**src/rtl/snake_ctrl.sv**
```systemverilog
// snake_ctrl -- game sequencer for the snake VGA design.
//
// Turns debounced key pulses into a heading. Advances the snake one grid cell
// per game tick. Keeps the body segment list and detects wall, self and food
// collisions. Also answers a registered per-pixel cell query for the renderer.
//
// Optional feature macro: SNAKE_WRAP_EN
//   defined     -> off-grid moves wrap to the opposite edge; walls never end the game
//   not defined -> an off-grid move ends the game (STEP -> OVER, nothing committed)
//
// Ports:
//   clk                  sole clock (VGA drive clock)
//   rstn                 synchronous active-low reset
//   up/down/left/right   one-cycle key pulses
//   food_x, food_y       food cell
//   cell_x, cell_y       render query cell
//   head_x, head_y       current head cell
//   snake_len            current segment count
//   body_hit, head_hit   registered query result (1-cycle latency)
//   eat_pulse            one cycle, food eaten on this move
//   step_pulse           one cycle, a move was committed
//   game_over            level, high while in OVER

module snake_ctrl #(
    parameter int GRID_W   = 32,
    parameter int GRID_H   = 24,
    parameter int MAX_LEN  = 16,
    parameter int INIT_LEN = 3,
    parameter int TICK_DIV = 5_000_000
) (
    input  logic       clk,
    input  logic       rstn,
    input  logic       up,
    input  logic       down,
    input  logic       left,
    input  logic       right,
    input  logic [4:0] food_x,
    input  logic [4:0] food_y,
    input  logic [4:0] cell_x,
    input  logic [4:0] cell_y,
    output logic [4:0] head_x,
    output logic [4:0] head_y,
    output logic [4:0] snake_len,
    output logic       body_hit,
    output logic       head_hit,
    output logic       eat_pulse,
    output logic       step_pulse,
    output logic       game_over
);

    localparam int TW = $clog2(TICK_DIV);
    localparam int IW = $clog2(MAX_LEN);

    localparam logic [TW-1:0] TICK_LAST = TW'(TICK_DIV - 1);
    localparam logic [4:0]    X_MAX     = 5'(GRID_W - 1);
    localparam logic [4:0]    Y_MAX     = 5'(GRID_H - 1);
    localparam logic [4:0]    X_MID     = 5'(GRID_W / 2);
    localparam logic [4:0]    Y_MID     = 5'(GRID_H / 2);
    localparam logic [4:0]    LEN_MAX   = 5'(MAX_LEN);
    localparam logic [4:0]    LEN_INIT  = 5'(INIT_LEN);

    typedef enum logic [1:0] {DIR_UP, DIR_DOWN, DIR_LEFT, DIR_RIGHT} dir_t;
    typedef enum logic [2:0] {ST_IDLE, ST_RUN, ST_STEP, ST_CHECK, ST_COMMIT, ST_OVER} state_t;

    state_t                  state;
    dir_t                    dir_cur;
    dir_t                    dir_next;
    logic [MAX_LEN-1:0][4:0] seg_x;
    logic [MAX_LEN-1:0][4:0] seg_y;
    logic [TW-1:0]           tick;
    logic [IW-1:0]           scan_idx;
    logic [4:0]              nh_x;
    logic [4:0]              nh_y;
    logic                    eat_q;

    assign head_x = seg_x[0];
    assign head_y = seg_y[0];

    // Key decode: fixed priority, opposite filter on the winner only.
    logic key_any;
    logic key_ok;
    dir_t key_dir;
    dir_t opp_cur;

    always_comb begin
        key_any = up | down | left | right;
        if (up)        key_dir = DIR_UP;
        else if (down) key_dir = DIR_DOWN;
        else if (left) key_dir = DIR_LEFT;
        else           key_dir = DIR_RIGHT;
        case (dir_cur)
            DIR_UP:   opp_cur = DIR_DOWN;
            DIR_DOWN: opp_cur = DIR_UP;
            DIR_LEFT: opp_cur = DIR_RIGHT;
            default:  opp_cur = DIR_LEFT;
        endcase
        key_ok = key_any && (key_dir != opp_cur);
    end

    // Candidate head. The edge test happens before the +/-1 so unsigned
    // underflow never masquerades as a valid cell; step_* holds the wrapped cell.
    logic [4:0] step_x;
    logic [4:0] step_y;
    logic       at_edge;
    logic       wall;

    always_comb begin
        step_x  = seg_x[0];
        step_y  = seg_y[0];
        at_edge = 1'b0;
        case (dir_next)
            DIR_UP: begin
                at_edge = (seg_y[0] == 5'd0);
                step_y  = at_edge ? Y_MAX : seg_y[0] - 5'd1;
            end
            DIR_DOWN: begin
                at_edge = (seg_y[0] == Y_MAX);
                step_y  = at_edge ? 5'd0 : seg_y[0] + 5'd1;
            end
            DIR_LEFT: begin
                at_edge = (seg_x[0] == 5'd0);
                step_x  = at_edge ? X_MAX : seg_x[0] - 5'd1;
            end
            default: begin
                at_edge = (seg_x[0] == X_MAX);
                step_x  = at_edge ? 5'd0 : seg_x[0] + 5'd1;
            end
        endcase
    end

`ifdef SNAKE_WRAP_EN
    assign wall = 1'b0;
`else
    assign wall = at_edge;
`endif

    // Serial self-collision scan. The tail only counts when the move eats,
    // since otherwise the tail cell is vacated by the same commit.
    logic [4:0] scan_x;
    logic [4:0] scan_y;
    logic       scan_last;
    logic       nh_food;
    logic       scan_hit;

    assign scan_x    = seg_x[scan_idx];
    assign scan_y    = seg_y[scan_idx];
    assign nh_food   = (nh_x == food_x) && (nh_y == food_y);
    assign scan_last = (5'(scan_idx) == snake_len - 5'd1);
    assign scan_hit  = (nh_x == scan_x) && (nh_y == scan_y) && (!scan_last || nh_food);

    always_ff @(posedge clk) begin
        if (!rstn) begin
            state      <= ST_IDLE;
            dir_cur    <= DIR_RIGHT;
            dir_next   <= DIR_RIGHT;
            tick       <= '0;
            scan_idx   <= '0;
            nh_x       <= '0;
            nh_y       <= '0;
            eat_q      <= 1'b0;
            snake_len  <= LEN_INIT;
            step_pulse <= 1'b0;
            eat_pulse  <= 1'b0;
            game_over  <= 1'b0;
            for (int i = 0; i < MAX_LEN; i++) begin
                seg_x[i] <= X_MID - 5'(i);
                seg_y[i] <= Y_MID;
            end
        end else begin
            step_pulse <= 1'b0;
            eat_pulse  <= 1'b0;
            if (state != ST_OVER && key_ok)
                dir_next <= key_dir;

            case (state)
                ST_IDLE: begin
                    tick <= '0;
                    if (key_ok)
                        state <= ST_RUN;
                end
                ST_RUN: begin
                    if (tick == TICK_LAST) begin
                        tick  <= '0;
                        state <= ST_STEP;
                    end else begin
                        tick <= tick + TW'(1);
                    end
                end
                ST_STEP: begin
                    dir_cur  <= dir_next;
                    nh_x     <= step_x;
                    nh_y     <= step_y;
                    scan_idx <= '0;
                    if (wall) begin
                        state     <= ST_OVER;
                        game_over <= 1'b1;
                    end else begin
                        state <= ST_CHECK;
                    end
                end
                ST_CHECK: begin
                    if (scan_hit) begin
                        state     <= ST_OVER;
                        game_over <= 1'b1;
                    end else if (scan_last) begin
                        eat_q <= nh_food;   // food sampled on the CHECK->COMMIT edge
                        state <= ST_COMMIT;
                    end else begin
                        scan_idx <= scan_idx + IW'(1);
                    end
                end
                ST_COMMIT: begin
                    for (int i = MAX_LEN - 1; i > 0; i--) begin
                        seg_x[i] <= seg_x[i-1];
                        seg_y[i] <= seg_y[i-1];
                    end
                    seg_x[0]   <= nh_x;
                    seg_y[0]   <= nh_y;
                    step_pulse <= 1'b1;
                    if (eat_q) begin
                        eat_pulse <= 1'b1;
                        if (snake_len < LEN_MAX)
                            snake_len <= snake_len + 5'd1;
                    end
                    state <= ST_RUN;
                end
                ST_OVER: begin
                    // Restart key only clears the game; it never sets a heading.
                    if (key_any) begin
                        state     <= ST_IDLE;
                        game_over <= 1'b0;
                        dir_cur   <= DIR_RIGHT;
                        dir_next  <= DIR_RIGHT;
                        snake_len <= LEN_INIT;
                        tick      <= '0;
                        for (int i = 0; i < MAX_LEN; i++) begin
                            seg_x[i] <= X_MID - 5'(i);
                            seg_y[i] <= Y_MID;
                        end
                    end
                end
                default: state <= ST_IDLE;
            endcase
        end
    end

    // Render query: every live segment compared in parallel.
    logic [MAX_LEN-1:0] cell_match;

    for (genvar g = 0; g < MAX_LEN; g++) begin : g_query
        assign cell_match[g] = (seg_x[g] == cell_x) && (seg_y[g] == cell_y) &&
                               (5'(g) < snake_len);
    end

    always_ff @(posedge clk) begin
        if (!rstn) begin
            head_hit <= 1'b0;
            body_hit <= 1'b0;
        end else begin
            head_hit <= cell_match[0];
            body_hit <= |cell_match[MAX_LEN-1:1];
        end
    end

endmodule

```
**config.mk**
```make
export PLATFORM = sky130hd
export DESIGN_NAME = snake_ctrl
export DESIGN_NICKNAME = d
export VERILOG_FILES = /design/src/rtl/snake_ctrl.sv
export SDC_FILE = /design/constraint.sdc
export NUM_CORES = 1
export LEC_CHECK = 0
export ABC_AREA = 1
export CORE_MARGIN = 2
export CORE_UTILIZATION = 45
export DETAILED_ROUTE_END_ITERATION = 16
export SYNTH_ARGS = -nofsm -noshare
export SYNTH_HDL_FRONTEND = slang
export SYNTH_SLANG_ARGS = --single-unit
```
**constraint.sdc**
```tcl
create_clock -name clk -period 4 [get_ports clk]
set_clock_uncertainty 0.1 [all_clocks]
set_input_delay 0.8 -clock clk [delete_from_list [all_inputs] [get_ports clk]]
set_output_delay 0.8 -clock clk [all_outputs]
set_load 0.01 [all_outputs]
```
## Word level (Yosys, flattened, before mapping)

Index checks and enable logic that the tools add are counted.

| cells by class | value |
|---|---|
| $lt $le $gt $ge | 18 |
| equal/unequal tests | 61 |
| reductions and logical operators | 60 |
| bitwise operators | 4 |
| multiplexer cells | 47 |
| add/subtract/negate cells | 8 |

Operators with widths:

| operator | count |
|---|---|
| $pmux W80 S2 | 2 |
| $eq A5 B5 Y1 | 36 |
| $mux W80 | 2 |
| $pmux W23 S3 | 1 |
| $mux W23 | 2 |
| $mux W5 | 9 |
| $bmux W5 S4 | 2 |
| $lt A4 B5 Y1 const A | 8 |
| $logic_and A1 B1 Y1 | 37 |
| $pmux W5 S2 | 3 |
| $add A23 B1 Y23 const B | 1 |
| $eq A23 B23 Y1 const B | 1 |
| $lt A3 B5 Y1 const A | 4 |
| $mux W3 | 6 |
| $ne A2 B2 Y1 const B | 9 |
| $pmux W3 S6 | 1 |
| $add A5 B1 Y5 const B | 3 |
| $reduce_or A15 Y1 | 1 |
| $sub A5 B1 Y5 const B | 3 |
| $mux W2 | 6 |
| $reduce_and A4 Y1 | 3 |
| $eq A5 B5 Y1 const B | 2 |
| $logic_not A5 Y1 | 2 |
| $lt A1 B5 Y1 const A | 2 |
| 29 further kinds | 52 |

| storage, ports and cells | value |
|---|---|
| input port bits | 26 |
| register bits after elaboration | 215 |
| word-level logic and storage cells | 244 |

## Longest topological paths before layout

Gate-level depths: netlist (run 1).

| logic depth | value |
|---|---|
| word-level depth | 9 |
| mapped depth | 20 |

## Worst setup path before layout (run 1)

Ideal clock, no wire load.

| path | value |
|---|---|
| path type | input -> register |
| start | input port cell_y[2] |
| end | register body_hit |
| stages on the path | 11 |
| setup time | 127 ps |
| buffers on the path | 2 |
| setup slack | 1590 ps |
| data arrival time | 2183 ps |
| path through | clkbuf_1 buf_1 nand2_1 nand3_1 nor2_1 nand3_1 nand2_1 a21oi_1 nand4_1 nor3_1 nor2_1 |

| between the ends | value |
|---|---|
| longest elaborated chain between the ends | 4 |
| elaborated cells on any way between the ends | 46 |
| classes of those cells | eq/ne: 15; reduce/logical: 31 |

RTL lines:

| element | line | RTL |
|---|---|---|
| from (decl) | 40 | `input logic [4:0] cell_y,` |
| $eq A5 B5 Y1 | 251 | `assign cell_match[g] = (seg_x[g] == cell_x) && (seg_y[g] == cell_y) &&` |
| $logic_and A1 B1 Y1 (2 in a row) | 251 |  |
| $reduce_or A15 Y1 (*) | 261 | `body_hit <= \|cell_match[MAX_LEN-1:1];` |
| to (signal assigned) | 261 |  |
| to (decl) | 44 | `output logic body_hit,` |

Every way passes the cells marked *; elsewhere a longest branch is shown, timed or not.
A chain may end at the register's enable or synchronous reset.

## Final worst setup path (run 1)

| path | value |
|---|---|
| start | register snake_len[0] |
| end | register scan_idx[0] |

| between the ends | value |
|---|---|
| longest elaborated chain between the ends | 7 |
| elaborated cells on any way between the ends | 8 |
| classes of those cells | add/sub: 1; eq/ne: 3; reduce/logical: 4 |

RTL lines:

| element | line | RTL |
|---|---|---|
| from (decl) | 43 | `output logic [4:0] snake_len,` |
| from (signal assigned) | 223 | `snake_len <= snake_len + 5'd1;` |
| $sub A5 B1 Y5 (*) | 148 | `assign scan_last = (5'(scan_idx) == snake_len - 5'd1);` |
| $eq A4 B5 Y1 (*) | 148 |  |
| $logic_not A1 Y1 | 149 | `assign scan_hit = (nh_x == scan_x) && (nh_y == scan_y) && (!scan_last \|\| nh_food);` |
| $logic_or A1 B1 Y1 | 149 |  |
| $logic_and A1 B1 Y1 | 149 |  |
| $ne A2 B2 Y1 (no line) | n/a |  |
| $reduce_and A3 Y1 (no line) (*) | n/a |  |
| to (signal assigned) | 209 | `scan_idx <= scan_idx + IW'(1);` |
| to (decl) | 71 | `logic [IW-1:0] scan_idx;` |

Marks and branches as above.

==> results of run 1 <==
-- registers in the layout, summed over array words and instances, names as in the netlist, 2 cells and up --
signal,flops
head_x,5
seg_y,75
snake_len,5
scan_idx,4
state,3
dir_cur,2
tick,23
head_y,5
dir_next,2
seg_x,75
nh_x,5
nh_y,5
-- how the worst max path moves through the flow --
stage | startpoint | endpoint | slack, ns | cells after the start
after floorplan | cell_y[2] | body_hit$_SDFF_PN0_ | 1.59 | 11
after global placement | cell_x[3] | body_hit$_SDFF_PN0_ | 0.72 | 10
after detailed placement | cell_x[3] | body_hit$_SDFF_PN0_ | 0.71 | 10
after CTS | snake_len[0]$_SDFFE_PN1P_ | scan_idx[0]$_SDFFE_PN0P_ | 1.07 | 10
after global routing | snake_len[0]$_SDFFE_PN1P_ | scan_idx[0]$_SDFFE_PN0P_ | 0.83 | 10
final | snake_len[0]$_SDFFE_PN1P_ | scan_idx[0]$_SDFFE_PN0P_ | 1.04 | 10
-- synth_stat cells, drive strengths merged --
cell,count
a2111oi,3
a211oi,4
a21o,1
a21oi,56
a221oi,7
a311oi,4
a31oi,11
a32o,3
buf,65
clkbuf,61
clkinv,4
dfxtp,215
ha,11
inv,213
nand2,410
nand3,163
nand3b,3
nand4,25
nor2,101
nor3,27
nor3b,2
nor4,26
nor4b,2
o2111ai,5
o211ai,27
o21a,1
o21ai,67
o221ai,3
o22ai,72
o311ai,1
o32ai,82
or2,6
xnor2,38
xor2,76
-- routing by layer --
layer | up-vias | wire length [µm] | GRT usage [%]
met5 | - | 0 | 0
met4 | 0 | 1532 | 9.625
met3 | 92 | 3627 | 4.441
met2 | 578 | 19100 | 46.47
met1 | 5969 | 19370 | 42.28
li1 | 6044 | - | -
-- cell type report --
type	instances	area [µm²]
Fill cell	2743	13510
Multi-Input combinational cell	1237	6784
Sequential cell	215	4309
Clock buffer	42	852.1
Inverter	217	814.5
Timing Repair Buffer	76	740.7
Tap cell	378	473.0
Clock inverter	3	65.06
-- power breakdown --
| group | internal [µW] | total, µW | switching, µW |
|---|---|---|---|
| logic | 427 | 1310 | 880 |
| clock network | 1570 | 2510 | 944 |
| registers | 2240 | 2370 | 130 |
| total | 4240 | 6190 | 1950 |
-- critical path: stages, from the launching register on --
cell and delay (ns):
dfxtp_1 0.53, clkinv_1 0.32, ha_1 0.40, xor2_1 0.14, o21ai_1 0.09, nor4b_2 0.59, nand2_1 0.13, nand4_1 0.19
nand2_1 0.15, o21ai_1 0.15, inv_1 0.04
-- stage by stage --
stage	setup slack [ns]	hold WS, ns	cells
finish	1.040	0.3580	2168
global placement	0.7248	0.3530	2123
detailed placement	0.7146	0.3609	2123
CTS	1.067	0.3704	2168
global route	0.8301	0.4045	2168
floorplan	1.590	0.3273	1795
-- placed cells by master (no fill, tap or decap), types with 5 or more instances in the layout --
cell / netlist / final
o211ai_1: 27 / 27
inv_2: 4 / 6
clkbuf_8: 0 / 12
a21oi_1: 56 / 56
dfxtp_1: 215 / 213
xor2_1: 76 / 76
nor4_1: 26 / 26
a31oi_1: 11 / 11
o22ai_1: 72 / 72
clkdlybuf4s50_1: 0 / 44
o32ai_1: 82 / 82
ha_1: 11 / 11
or2_2: 5 / 5
o2111ai_1: 5 / 5
xnor2_1: 38 / 38
o21ai_1: 5 / 5
nand2_1: 408 / 406
nor3_1: 26 / 26
a221oi_1: 7 / 7
nand3_1: 162 / 162
clkbuf_16: 0 / 27
o21ai_0: 62 / 62
nor2_1: 100 / 100
nand4_1: 25 / 25
inv_1: 209 / 207
buf_12: 0 / 5
buf_4: 14 / 26
-- logic make-up (layout without fill, tap and decap cells) --
kind of cell	Yosys count	count (layout)	synth area share [%]
adder cells (fa/ha/maj)	11	11	1.099
AND/OR/NAND/NOR	765	765	26.45
XOR/XNOR	114	114	7.976
buffers and inverters	343	338	11.46
AO/OA/AOI/OAI	347	347	18.63
flip-flops	215	215	34.38
==> metrics.md, run 1 <==
| Metric | Value |
|---|---|
| Critical Path AT | `3.29 ns` |
| Clk buf depth | `3` |
| Total power | `between 6000 and 7000 µW` |
| Final Hold Vio Count | `0` |
| Crit. End Element | `flop` |
| Max Freq | `337.8 MHz` |
| Netlist cell types | `44` |
| Initial Util | `a little under half` |
| Pwr dens | `about 440 nW/µm²` |
| Sink Count | `215` |
| Reg2reg path depth | `10` |
| Final min period | `2.960 ns` |
| H-tree depth | `1` |
| Post-Route Setup TNS | `0 ns` |
| I/O Buffers | `between 40 and 50` |
| Post-Synthesis Net Count | `approximately 1800` |
| Ant. Diodes | `0` |
| DIE AREA | `a little under 30000 µm²` |
| Hold path endpoint | `game_over$_SDFFE_PN0P_` |
| Layout cells sized above 1 | `5.363%` |
| ANT nets after route | `0` |
| Final setup fails | `0` |
| Yosys top cell by area | `dfxtp_1` |
| Min-Delay Startpoint | `game_over$_SDFFE_PN0P_` |
| Die span in x | `170.8 µm` |
| Reg-to-Reg End | `scan_idx[0]$_SDFFE_PN0P_` |
| Outcome | `finished clean` |
| Max_slew headroom | `around 28%` |
| CTS Hold Bufs | `0` |
| Worst setup SP type | `flop` |
| DR iter-0 viols | `1439` |
| Max VDD drop | `0.0002829 V` |
| R2R Path Start | `snake_len[0]$_SDFFE_PN1P_` |
| R2r setup slk | `a little over 1 ns` |
| Worst-Margin Slew | `roughly 1.1 ns` |
| Grt total ovfl | `0` |
| Std cell rows | `between 60 and 70` |
| Hold Crit Class | `reg -> reg` |
| Cell area after layout | `14040 µm²` |
| Via-per-instance ratio | `5.850` |
| Number of global-route vias before repair | `between 10000 and 15000` |
| CTS tree | `done` |
| Pre-antenna DRT Iters | `6` |
| Initial antenna violation count | `0` |
| Nets | `1810` |
| RSZ-0062 raised after global routing | `false` |
| Max-slew violation count | `0` |
| Core Box Area | `around 28000 µm²` |
| # IOs | `between 40 and 50` |
| Synthesized area | `between 10000 and 15000 µm²` |
| Number of synthesized register bits | `215` |
| Via count | `12683` |
| DRC violations left | `0` |
| Post-CTS sizing | `0` |
| Mean Syn Cell Area | `6.974 µm²` |
| GP Congestion | `just over 1` |
| First-pass GRT wire length | `approximately 68 mm` |
| Peak fanout along the critical path | `8` |
| Area contributors post-synth | `dfxtp_1, nand2_1, nand3_1` |
| CP required | `between 4 and 5 ns` |
| Static leakage | `around 0.0056 µW` |
| DRT Wirelength | `between 40 and 50 mm` |
| Clock slew at reported path FFs | `0.06 ns` |
| Largest net degree at the start of global routing | `110` |
| Period Utilization, post-route | `between 70% and 80%` |
| Layout area overhead | `12.14%` |
| Syn Inst Count | `between 1500 and 2000` |
| Final core utilization | `50.95%` |
| Max-cap violation count | `0` |
| Gr usage total | `between 20% and 30%` |
| Final HPWL DP | `30.12 mm` |
| Post-CTS Setup Repair Bufs | `0` |
| Critical path type | `reg -> reg` |
| Synth warnings | `0` |
| Post-synthesis sequential area ratio | `between 30% and 40%` |
| Die height | `170.8 µm` |
| Wirelength per Cell | `around 20 µm` |
| Placed cell area | `approximately 13000 µm²` |
| Skew-Pair Late Insertion Delay | `0.54 ns` |
| Num CTS Buffers | `26` |
| Synth top area share | `about 34%` |
| Worst hold path cell count | `2` |
| Clock root cell | `clkbuf_16` |
Power figures use the tool's default switching activity.
==> inputs of run 2 (changes only) <==
clock period = 3 ns   (was 4 ns; I/O delays follow)
==> run 2 against run 1 <==
Against the previous run: clock-buffer cell count is 2 lower; critical endpoint is now scan_idx[1]$_SDFFE_PN0P_; die area unchanged; via count increased by 0.63%; core utilization increased by 0.83 points; non-clock buffer count is 31 higher; setup slack got worse by 0.79 ns; sequential power grew 33%; global-route usage grew 0.19 points; critical path depth rose by 5; final area increased by 1.6%.
==> metrics.md, run 2 (synthesized netlist as in run 1, its figures left out) <==
| Metric | Value |
|---|---|
| Outcome | `finished clean` |
| Die height | `170.8 µm (unchanged)` |
| CTS Hold Bufs | `0 (unchanged)` |
| DRT Wirelength | `43.69 mm (+0.13%)` |
| Final min period | `2.752 ns (-0.2086 ns)` |
| Largest net degree at the start of global routing | `85 (-23%)` |
| DIE AREA | `29170 µm² (unchanged)` |
| Pwr dens | `574.6 nW/µm² (+30%)` |
| Max Freq | `363.4 MHz (+7.6%)` |
| Max VDD drop | `0.0004282 V (+51%)` |
| Most common cell after layout, fill and taps aside | `nand2_1` |
| Pre-antenna DRT Iters | `6 (unchanged)` |
| Reg2reg path depth | `15 (+5)` |
| Via-per-instance ratio | `5.801 (-0.83%)` |
| Die span in x | `170.8 µm (unchanged)` |
| Clk buf depth | `3 (unchanged)` |
| DRC violations left | `0 (unchanged)` |
| Final Hold Vio Count | `0 (unchanged)` |
| Nets | `1841 (+1.7%)` |
| Layout area overhead | `13.96%` |
| Via count | `12763 (+0.63%)` |
| Crit. End Element | `flop` |
| Static leakage | `0.005768 µW (+2.3%)` |
| I/O Buffers | `45 (unchanged)` |
| H-tree depth | `1 (unchanged)` |
| Worst-Margin Slew | `0.8038 ns (-0.2706 ns)` |
| Sink Count | `215 (unchanged)` |
| CP startpoint | `scan_idx[0]$_SDFFE_PN0P_` |
| Non-Filler Instances | `2200 (+1.5%)` |
| Gr usage total | `30.01% (+0.19 points)` |
| DR iter-0 viols | `1370 (-4.8%)` |
| Max_slew headroom | `46.41% (+18 points)` |
| ANT nets after route | `0 (unchanged)` |
| Ant. Diodes | `0 (unchanged)` |
| Reg-to-Reg End | `scan_idx[1]$_SDFFE_PN0P_` |
| R2R Path Start | `scan_idx[0]$_SDFFE_PN0P_` |
| Std cell rows | `61 (unchanged)` |
| R2r setup slk | `0.25 ns (-0.79 ns)` |
| First-pass GRT wire length | `68.21 mm (+0.45%)` |
| CTS tree | `done` |
| Core Box Area | `27550 µm² (unchanged)` |
| Peak fanout along the critical path | `83 (+75)` |
| Number of global-route vias before repair | `11779 (+0.36%)` |
| Clock slew at reported path FFs | `0.06 ns (about the same)` |
| Buf/Inv on CP | `1 (-1)` |
| Family with the most delay on the worst path | `simple AND/OR/NAND/NOR gates` |
| Final setup fails | `0 (unchanged)` |
| Fillers | `2754 (+0.40%)` |
| Clock root cell | `clkbuf_16` |
| CP most frequent cell | `nand2_1` |
| Max-slew violation count | `0 (unchanged)` |
| Commonest non-fill, non-tap cells in the layout | `nand2_1, dfxtp_1, inv_1` |
| Critical Path AT | `3.12 ns (-0.17 ns)` |
| Post-CTS Setup Repair Bufs | `0 (unchanged)` |
| Min-Delay Startpoint | `game_over$_SDFFE_PN0P_` |
| Placed Instances | `2154 (+1.5%)` |
| # IOs | `46 (unchanged)` |
| Initial antenna violation count | `0 (unchanged)` |
| GP Congestion | `1.005 (-1.8%)` |
| Post-CTS sizing | `0 (unchanged)` |
| Initial Util | `45.43% (unchanged)` |
| Max-cap violation count | `0 (unchanged)` |
| Grt total ovfl | `0 (unchanged)` |
| Num CTS Buffers | `26 (unchanged)` |
| Final HPWL DP | `30.35 mm (+0.76%)` |
| Post-Route Setup TNS | `0 ns (unchanged)` |
| CP max-delay cell | `dfxtp_4` |
| Hold Crit Class | `reg -> reg` |
| RSZ-0062 raised after global routing | `false` |
| Worst hold path cell count | `2 (unchanged)` |
| Worst setup SP type | `flop` |
| Critical path type | `reg -> reg` |
| Critical path, cell by cell | `buf_12 -> nor2_1 -> nor2_1 -> nand2_1 -> nand3_1 -> nand3_1 -> nand3_1 -> nand2_1 -> nor2_1 -> nand2_1 -> nor2_1 -> nand4_1 -> nand2_1 -> nand2_1 -> a21oi_1` |
| Wirelength per Cell | `19.86 µm (-1.3%)` |
| Skew-Pair Late Insertion Delay | `0.54 ns (about the same)` |
| CP required | `3.37 ns (-0.96 ns)` |
| Slowest cell delay on critical path | `0.37 ns (-0.22 ns)` |
| Layout cells sized above 1 | `6.861% (+1.5 points)` |
| Hold path endpoint | `game_over$_SDFFE_PN0P_` |
| Largest regs | `seg_x (75), seg_y (75), tick (23)` |
| Period Utilization, post-route | `91.73% (+18 points)` |
## run 2: worst max-delay path by stage
stage / end / cells past startpoint
floorplan: scan_idx[0]$_SDFFE_PN0P_ / 10
global placement: body_hit$_SDFF_PN0_ / 9
detailed placement: body_hit$_SDFF_PN0_ / 9
CTS: scan_idx[1]$_SDFFE_PN0P_ / 16
global route: scan_idx[1]$_SDFFE_PN0P_ / 15
finish: scan_idx[1]$_SDFFE_PN0P_ / 15
## run 2: per-layer routing
| layer | wire, µm | vias to the layer above | part of all wire [%] | GRT usage [%] |
|---|---|---|---|---|
| li1 | - | 6114 | - | - |
| met1 | 19380 | 6001 | 44 | 41.63 |
| met2 | 18930 | 544 | 43 | 46.10 |
| met3 | 3525 | 104 | 8.1 | 5.367 |
| met4 | 1852 | 0 | 4.2 | 11.93 |
| met5 | 0 | - | 0 | 0 |
## run 2: final cells by class
| cell class | count | area, µm² | area share, % |
|---|---|---|---|
| Multi-Input combinational cell | 1237 | 6784 | 47.55 |
| Sequential cell | 215 | 4309 | 30.21 |
| Timing Repair Buffer | 107 | 1011 | 7.086 |
| Inverter | 217 | 814.5 | 5.710 |
| Clock buffer | 40 | 783.3 | 5.490 |
| Tap cell | 378 | 473.0 | 3.315 |
| Clock inverter | 6 | 91.34 | 0.6402 |
## run 2: worst reg2reg max path, delay by kind of cell, from the launching register on
family                 cells  cell delay, ns
and+or+nand+nor           13            1.80
DFF                        1            0.37
AOI/OAI and AO/OA          1            0.14
buffers and inverters      1            0.29
## run 2: through the flow
stage | power (µW) | hold slack (ns) | setup WS (ns) | instance area (µm²) | util (%)
6_report | 8198 | 0.3633 | 0.2481 | 14270 | 51.78
5_1_grt | 8579 | 0.4009 | 0.01912 | 14270 | 51.78
4_1_cts | 8207 | 0.3740 | 0.3276 | 14270 | 51.78
3_5_place_dp | 5003 | 0.3645 | 0.1420 | 13390 | 48.60
3_3_place_gp | 4997 | 0.3544 | 0.1320 | 13390 | 48.60
2_1_floorplan | 4428 | 0.3273 | 0.6901 | 12520 | -
## run 2: power by group
part | leakage [µW] | switching [µW] | internal (µW)
clock | 0.000432 | 1260 | 1960
sequential | 0.00174 | 157 | 2990
combinational | 0.00360 | 1210 | 627
total | 0.00577 | 2620 | 5570
